**src/rtl/tx_quiesce_pkg.sv**
```systemverilog
// Shared types for the TX quiesce monitor.
package tx_quiesce_pkg;

    typedef enum logic [1:0] {
        RUN    = 2'd0,
        DRAIN  = 2'd1,
        SETTLE = 2'd2,
        QUIET  = 2'd3
    } qstate_e;

    localparam int TIMER_W = 8;

endpackage

```
**src/rtl/updown_cnt.sv**
```systemverilog
// Up/down occupancy counter: simultaneous inc/dec cancel, a decrement at
// zero holds the count and raises a sticky underflow flag.
module updown_cnt #(
    parameter int W = 5
) (
    input  logic         clk,
    input  logic         rst,
    input  logic         inc,
    input  logic         dec,
    output logic [W-1:0] count,
    output logic         next_zero,
    output logic         underflow
);

    logic [W-1:0] count_next;
    logic         under_evt;

    always_comb begin
        count_next = count;
        under_evt  = 1'b0;
        if (inc && !dec) begin
            count_next = count + W'(1);
        end else if (dec && !inc) begin
            if (count == '0) begin
                under_evt = 1'b1;
            end else begin
                count_next = count - W'(1);
            end
        end
    end

    // Lets the owner react in the same cycle the last completion lands.
    assign next_zero = (count_next == '0);

    always_ff @(posedge clk) begin
        if (rst) begin
            count     <= '0;
            underflow <= 1'b0;
        end else begin
            count <= count_next;
            if (under_evt) begin
                underflow <= 1'b1;
            end
        end
    end

endmodule

```
**src/rtl/tx_quiesce_mon.sv**
```systemverilog
// TX quiesce monitor: gates DMA launches on halt, waits for in-flight
// transfers to drain and the datapath to settle, then reports tx_quiet.
module tx_quiesce_mon
    import tx_quiesce_pkg::*;
#(
    parameter int MAX_OUTSTANDING = 16,
    parameter int SETTLE_CYCLES   = 8,
    localparam int CW             = $clog2(MAX_OUTSTANDING + 1)
) (
    input  logic          clk,
    input  logic          rst,
    input  logic          dma_halt,
    input  logic          req_valid,
    output logic          req_ready,
    input  logic          cpl_valid,
    output logic          tx_quiet,
    output logic [CW-1:0] outstanding,
    output logic          err_underflow
);

    localparam logic [CW-1:0]      MAX_CNT     = CW'(MAX_OUTSTANDING);
    localparam logic [TIMER_W-1:0] SETTLE_LAST = TIMER_W'(SETTLE_CYCLES - 1);

    qstate_e              state, state_next;
    logic [TIMER_W-1:0]   timer, timer_next;
    logic                 launch;
    logic                 cnt_next_zero;

    // Combinational so a halt blocks launches in the very cycle it rises.
    assign req_ready = (state == RUN) && !dma_halt && (outstanding < MAX_CNT);
    assign launch    = req_valid && req_ready;
    assign tx_quiet  = (state == QUIET);

    updown_cnt #(
        .W(CW)
    ) u_cnt (
        .clk       (clk),
        .rst       (rst),
        .inc       (launch),
        .dec       (cpl_valid),
        .count     (outstanding),
        .next_zero (cnt_next_zero),
        .underflow (err_underflow)
    );

    always_ff @(posedge clk) begin
        if (rst) begin
            state <= RUN;
            timer <= '0;
        end else begin
            state <= state_next;
            timer <= timer_next;
        end
    end

    always_comb begin
        state_next = state;
        timer_next = timer;
        unique case (state)
            RUN: begin
                if (dma_halt) begin
                    state_next = DRAIN;
                end
            end
            DRAIN: begin
                if (!dma_halt) begin
                    state_next = RUN;
                end else if (cnt_next_zero) begin
                    state_next = SETTLE;
                    timer_next = '0;
                end
            end
            SETTLE: begin
                if (!dma_halt) begin
                    state_next = RUN;
                end else begin
                    timer_next = timer + TIMER_W'(1);
                    if (timer == SETTLE_LAST && outstanding == '0) begin
                        state_next = QUIET;
                    end
                end
            end
            QUIET: begin
                if (!dma_halt) begin
                    state_next = RUN;
                end
            end
            default: state_next = RUN;
        endcase
    end

endmodule

```
**config.mk**
```make
export PLATFORM = sky130hd
export DESIGN_NAME = tx_quiesce_mon
export DESIGN_NICKNAME = d
export VERILOG_FILES = /design/src/rtl/tx_quiesce_pkg.sv /design/src/rtl/updown_cnt.sv /design/src/rtl/tx_quiesce_mon.sv
export SDC_FILE = /design/constraint.sdc
export NUM_CORES = 1
export LEC_CHECK = 0
export ABC_AREA = 1
export CORE_MARGIN = 5
export CORE_UTILIZATION = 45
export CTS_BUF_LIST = sky130_fd_sc_hd__clkbuf_8 sky130_fd_sc_hd__clkbuf_16
export CTS_CLUSTER_DIAMETER = 50
export DETAILED_ROUTE_END_ITERATION = 7
export GPL_ROUTABILITY_DRIVEN = 0
export GPL_TIMING_DRIVEN = 0
export PLACE_DENSITY = 0.7
export REMOVE_ABC_BUFFERS = 1
export SLEW_MARGIN = 15
export SYNTH_ARGS = -nofsm -noshare
export SYNTH_HDL_FRONTEND = slang
export SYNTH_SLANG_ARGS = --single-unit
```
**constraint.sdc**
```tcl
create_clock -name clk -period 3.4 [get_ports clk]
set_input_delay 0.51 -clock clk [delete_from_list [all_inputs] [get_ports clk]]
set_output_delay 0.51 -clock clk [all_outputs]
set_load 0.05 [all_outputs]
```
==> results of run 1 <==
flip-flops by register name (all words and copies together) (netlist names):
| register | cells |
|---|---|
| state | 2 |
| timer | 8 |
| u_cnt.underflow | 1 |
| u_cnt.count | 5 |
worst max-delay path, cell delays in order:
cell and delay, ps:
clkdlybuf4s50_1 470, inv_2 130, nand3_2 80, inv_2 70
clkdlybuf4s50_1 790
layer usage:
layer  share of wire [%]  global-route usage [%]  wire length, um
met5                   0                       0                0
met4                 2.3                   7.767               51
met3                 6.3                   3.509              142
met2                  46                   22.56             1026
met1                  46                   16.14             1020
how the worst min path moves through the flow:
| stage | start | end | slack [ps] | depth (start not counted) |
|---|---|---|---|---|
| final | u_cnt.underflow | u_cnt.underflow | 470 | 1 |
| after global routing | u_cnt.underflow | u_cnt.underflow | 500 | 1 |
| after CTS | u_cnt.underflow | u_cnt.underflow | 470 | 1 |
| after detailed placement | u_cnt.underflow | u_cnt.underflow | 450 | 1 |
| after global placement | u_cnt.underflow | u_cnt.underflow | 450 | 1 |
| after floorplan | timer[0] | timer[0] | 450 | 1 |
through the flow:
stage	utilization [%]	power (mW)	std cells	cell area (um2)	hold slack, ps
floorplan	-	0.7088	154	1057	454.3
global placement	53.77	0.8230	194	1212	449.9
detailed placement	53.77	0.8310	194	1212	454.0
CTS	56.22	1.005	198	1267	469.8
global route	56.22	1.073	198	1267	496.8
finish	56.22	0.9961	198	1267	466.2
final cells by class:
cell class,count,area share [%]
inverters,17,5.035
well taps,28,2.764
clock buffers,4,4.344
multi-input cells,121,53.11
flip-flops and latches,16,25.27
repair buffers,12,9.477
cells in the final DEF (no fill, tap or decap), types with 2 or more instances in the layout:
master / n
a21oi_1: 15
clkbuf_8: 4
clkdlybuf4s50_1: 12
dfxtp_1: 16
ha_1: 3
inv_1: 13
inv_2: 4
nand2_1: 39
nand2_2: 6
nand3_1: 15
nand3_2: 3
nor2_1: 13
nor2_2: 2
nor2_4: 3
nor3_1: 3
o21ai_0: 4
o21ai_1: 2
xor2_1: 3
cell families (layout without fill, tap and decap cells):
group / count (synthesis) / in the layout
AND/OR/NAND/NOR: 92 / 92
AO/OA/AOI/OAI: 23 / 23
buffers and inverters: 20 / 33
flip-flops: 16 / 16
adder cells (fa/ha/maj): 3 / 3
XOR/XNOR: 3 / 3
cells in the mapped netlist (3+ instances only):
cell,count
nor3_1,3
xor2_1,3
nand3_2,3
inv_2,4
nor2_4,3
nand3_1,15
ha_1,3
a21oi_1,15
nand2_2,6
nor2_1,13
nand2_1,39
dfxtp_1,16
inv_1,13
o21ai_0,4
power breakdown:
group | switching [mW] | internal (mW)
Clock | 0.0669 | 0.103
Combinational | 0.362 | 0.202
Sequential | 0.0456 | 0.217
==> results_dict.tcl, run 1 <==
set metrics [dict create \
    end_kind "primary output" \
    slew_viol_final 0 \
    worst_pin_slew_ps 498.6 \
    antenna_found_initial 0 \
    vdd_drop_max_v 0.0004436 \
    timing.final.crit_period_ps 2570 \
    finalCritPeriodShare_pct 75.58 \
    layout_setup_ws_ps 830.3 \
    grt_pass1_vias 868 \
    setup.worst_path.start_class "primary input" \
    multi_input_area_um2 673.1 \
    pre_cts_ws_ps 831.8 \
    synthArstFlopShare_pct 0 \
    timing.rr.start "u_cnt.count[0]" \
    numPortBuffers 12 \
    synth_compound_area_share_pct 11.28 \
    setup_viol 0 \
    hp-class "reg2reg" \
    critPathCapture "req_ready" \
    hold_viol_final 0 \
    area_growth_pct 17.79 \
    power_density_nw_per_um2 785.9 \
    reg2reg_depth 12 \
    cts_setup_buffers 0 \
    status "completed" \
    core_area_um2 2255 \
    r2r-end "timer[6]" \
    reg2reg_setup_slack_ps 1520 \
    regArea_um2 320.3 \
    synth_simple_gate_area_share_pct 45.35 \
    yosys_warnings 0 \
    cts_buffer_depth 2 \
    syn-cell-area_um2 1076 \
    worstSkewPairLatency_ps 250 \
    wirelength_um 2240 \
    holdBufCountCts 0 \
    cts_resized 0 \
    power_leakage_nw 0.5411 \
    num_rows 17 \
    dieArea_um2 3469 \
    htreeDepth 1 \
    die_y_um 58.90 \
    fin_setup_tns_ps 0 \
    skew_ps 6.555 \
    syn_inst 157 \
    seq_area_frac_synth_pct 29.77 \
    vias 1049 \
    grt_overflow_total 0 \
    antenna_left 0 \
    cts_buffers 3 \
    root_buffer "clkbuf_8" \
    wl_per_cell_um 11.31 \
    grt_pass1_wl_um 3594 \
    synthXorXnorAreaFrac_pct 2.442 \
    worstSetupPathType "in2out" \
    synthTopCellsByArea "dfxtp_1 30%, nand2_1 14%, a21oi_1 7.0%" \
    hpwl_um 1709 \
    yosys.area.top_type_share_pct 29.77 \
    cts_tree "done" \
    cts.clk_slew.worst_paths_ps 70 \
    start_util_pct 47.72 \
    drt_iter0_drc 34 \
    num_io_pins 13 \
    rsz0062_at_grt "no" \
    drive_gt1_share_pct 15.88 \
    synthMuxAreaShare_pct 0 \
    max_clock_freq_mhz 389.1 \
    via_per_inst 5.298 \
    synthAdderAreaFrac_pct 3.488 \
    drc 0 \
    synth_flop_cell "dfxtp_1" \
    yosys.area.top_type "dfxtp_1" \
    final_nets 179 \
    synth_edf_count 0 \
    synth_cell_types 28 \
    grt_util_all_layers_pct 13.75 \
    avgSynthCellArea_um2 6.854 \
    cp-startpoint "dma_halt" \
    grt_start_max_net_pins 13 \
    n_fill_cell 223 \
    cp.required_ps 2890 \
    clkSinkCount 16 \
    dr.pass1.iters 5 \
    synth_top_family_by_area "simple AND/OR/NAND/NOR gates" \
    critPathMaxFanout 4 \
    cap_viol_max_count 0 \
    relSlewSlack_pct 66.66 \
    die_w_um 58.90 \
    arrival_ps 2060 \
    ys_ff_latch 16 \
    diodes 0 \
]
Note: power is estimated with default switching activity, not from simulation.
==> run 2: changes to the inputs <==
clock period = 2.63 ns   (was 3.4 ns; I/O delays follow)
==> results of run 2 <==
Same layout as run 1 (identical final DEF). Status: completed.
Among the figures that moved: setup slack after placement 831.8 ps -> 292.8 ps; setup slack after layout 830.3 ps -> 291.3 ps; register-to-register setup slack 1520 ps -> 750 ps; total power 0.9961 mW -> 1.288 mW; worst IR drop on VDD 0.0004436 V -> 0.0005735 V
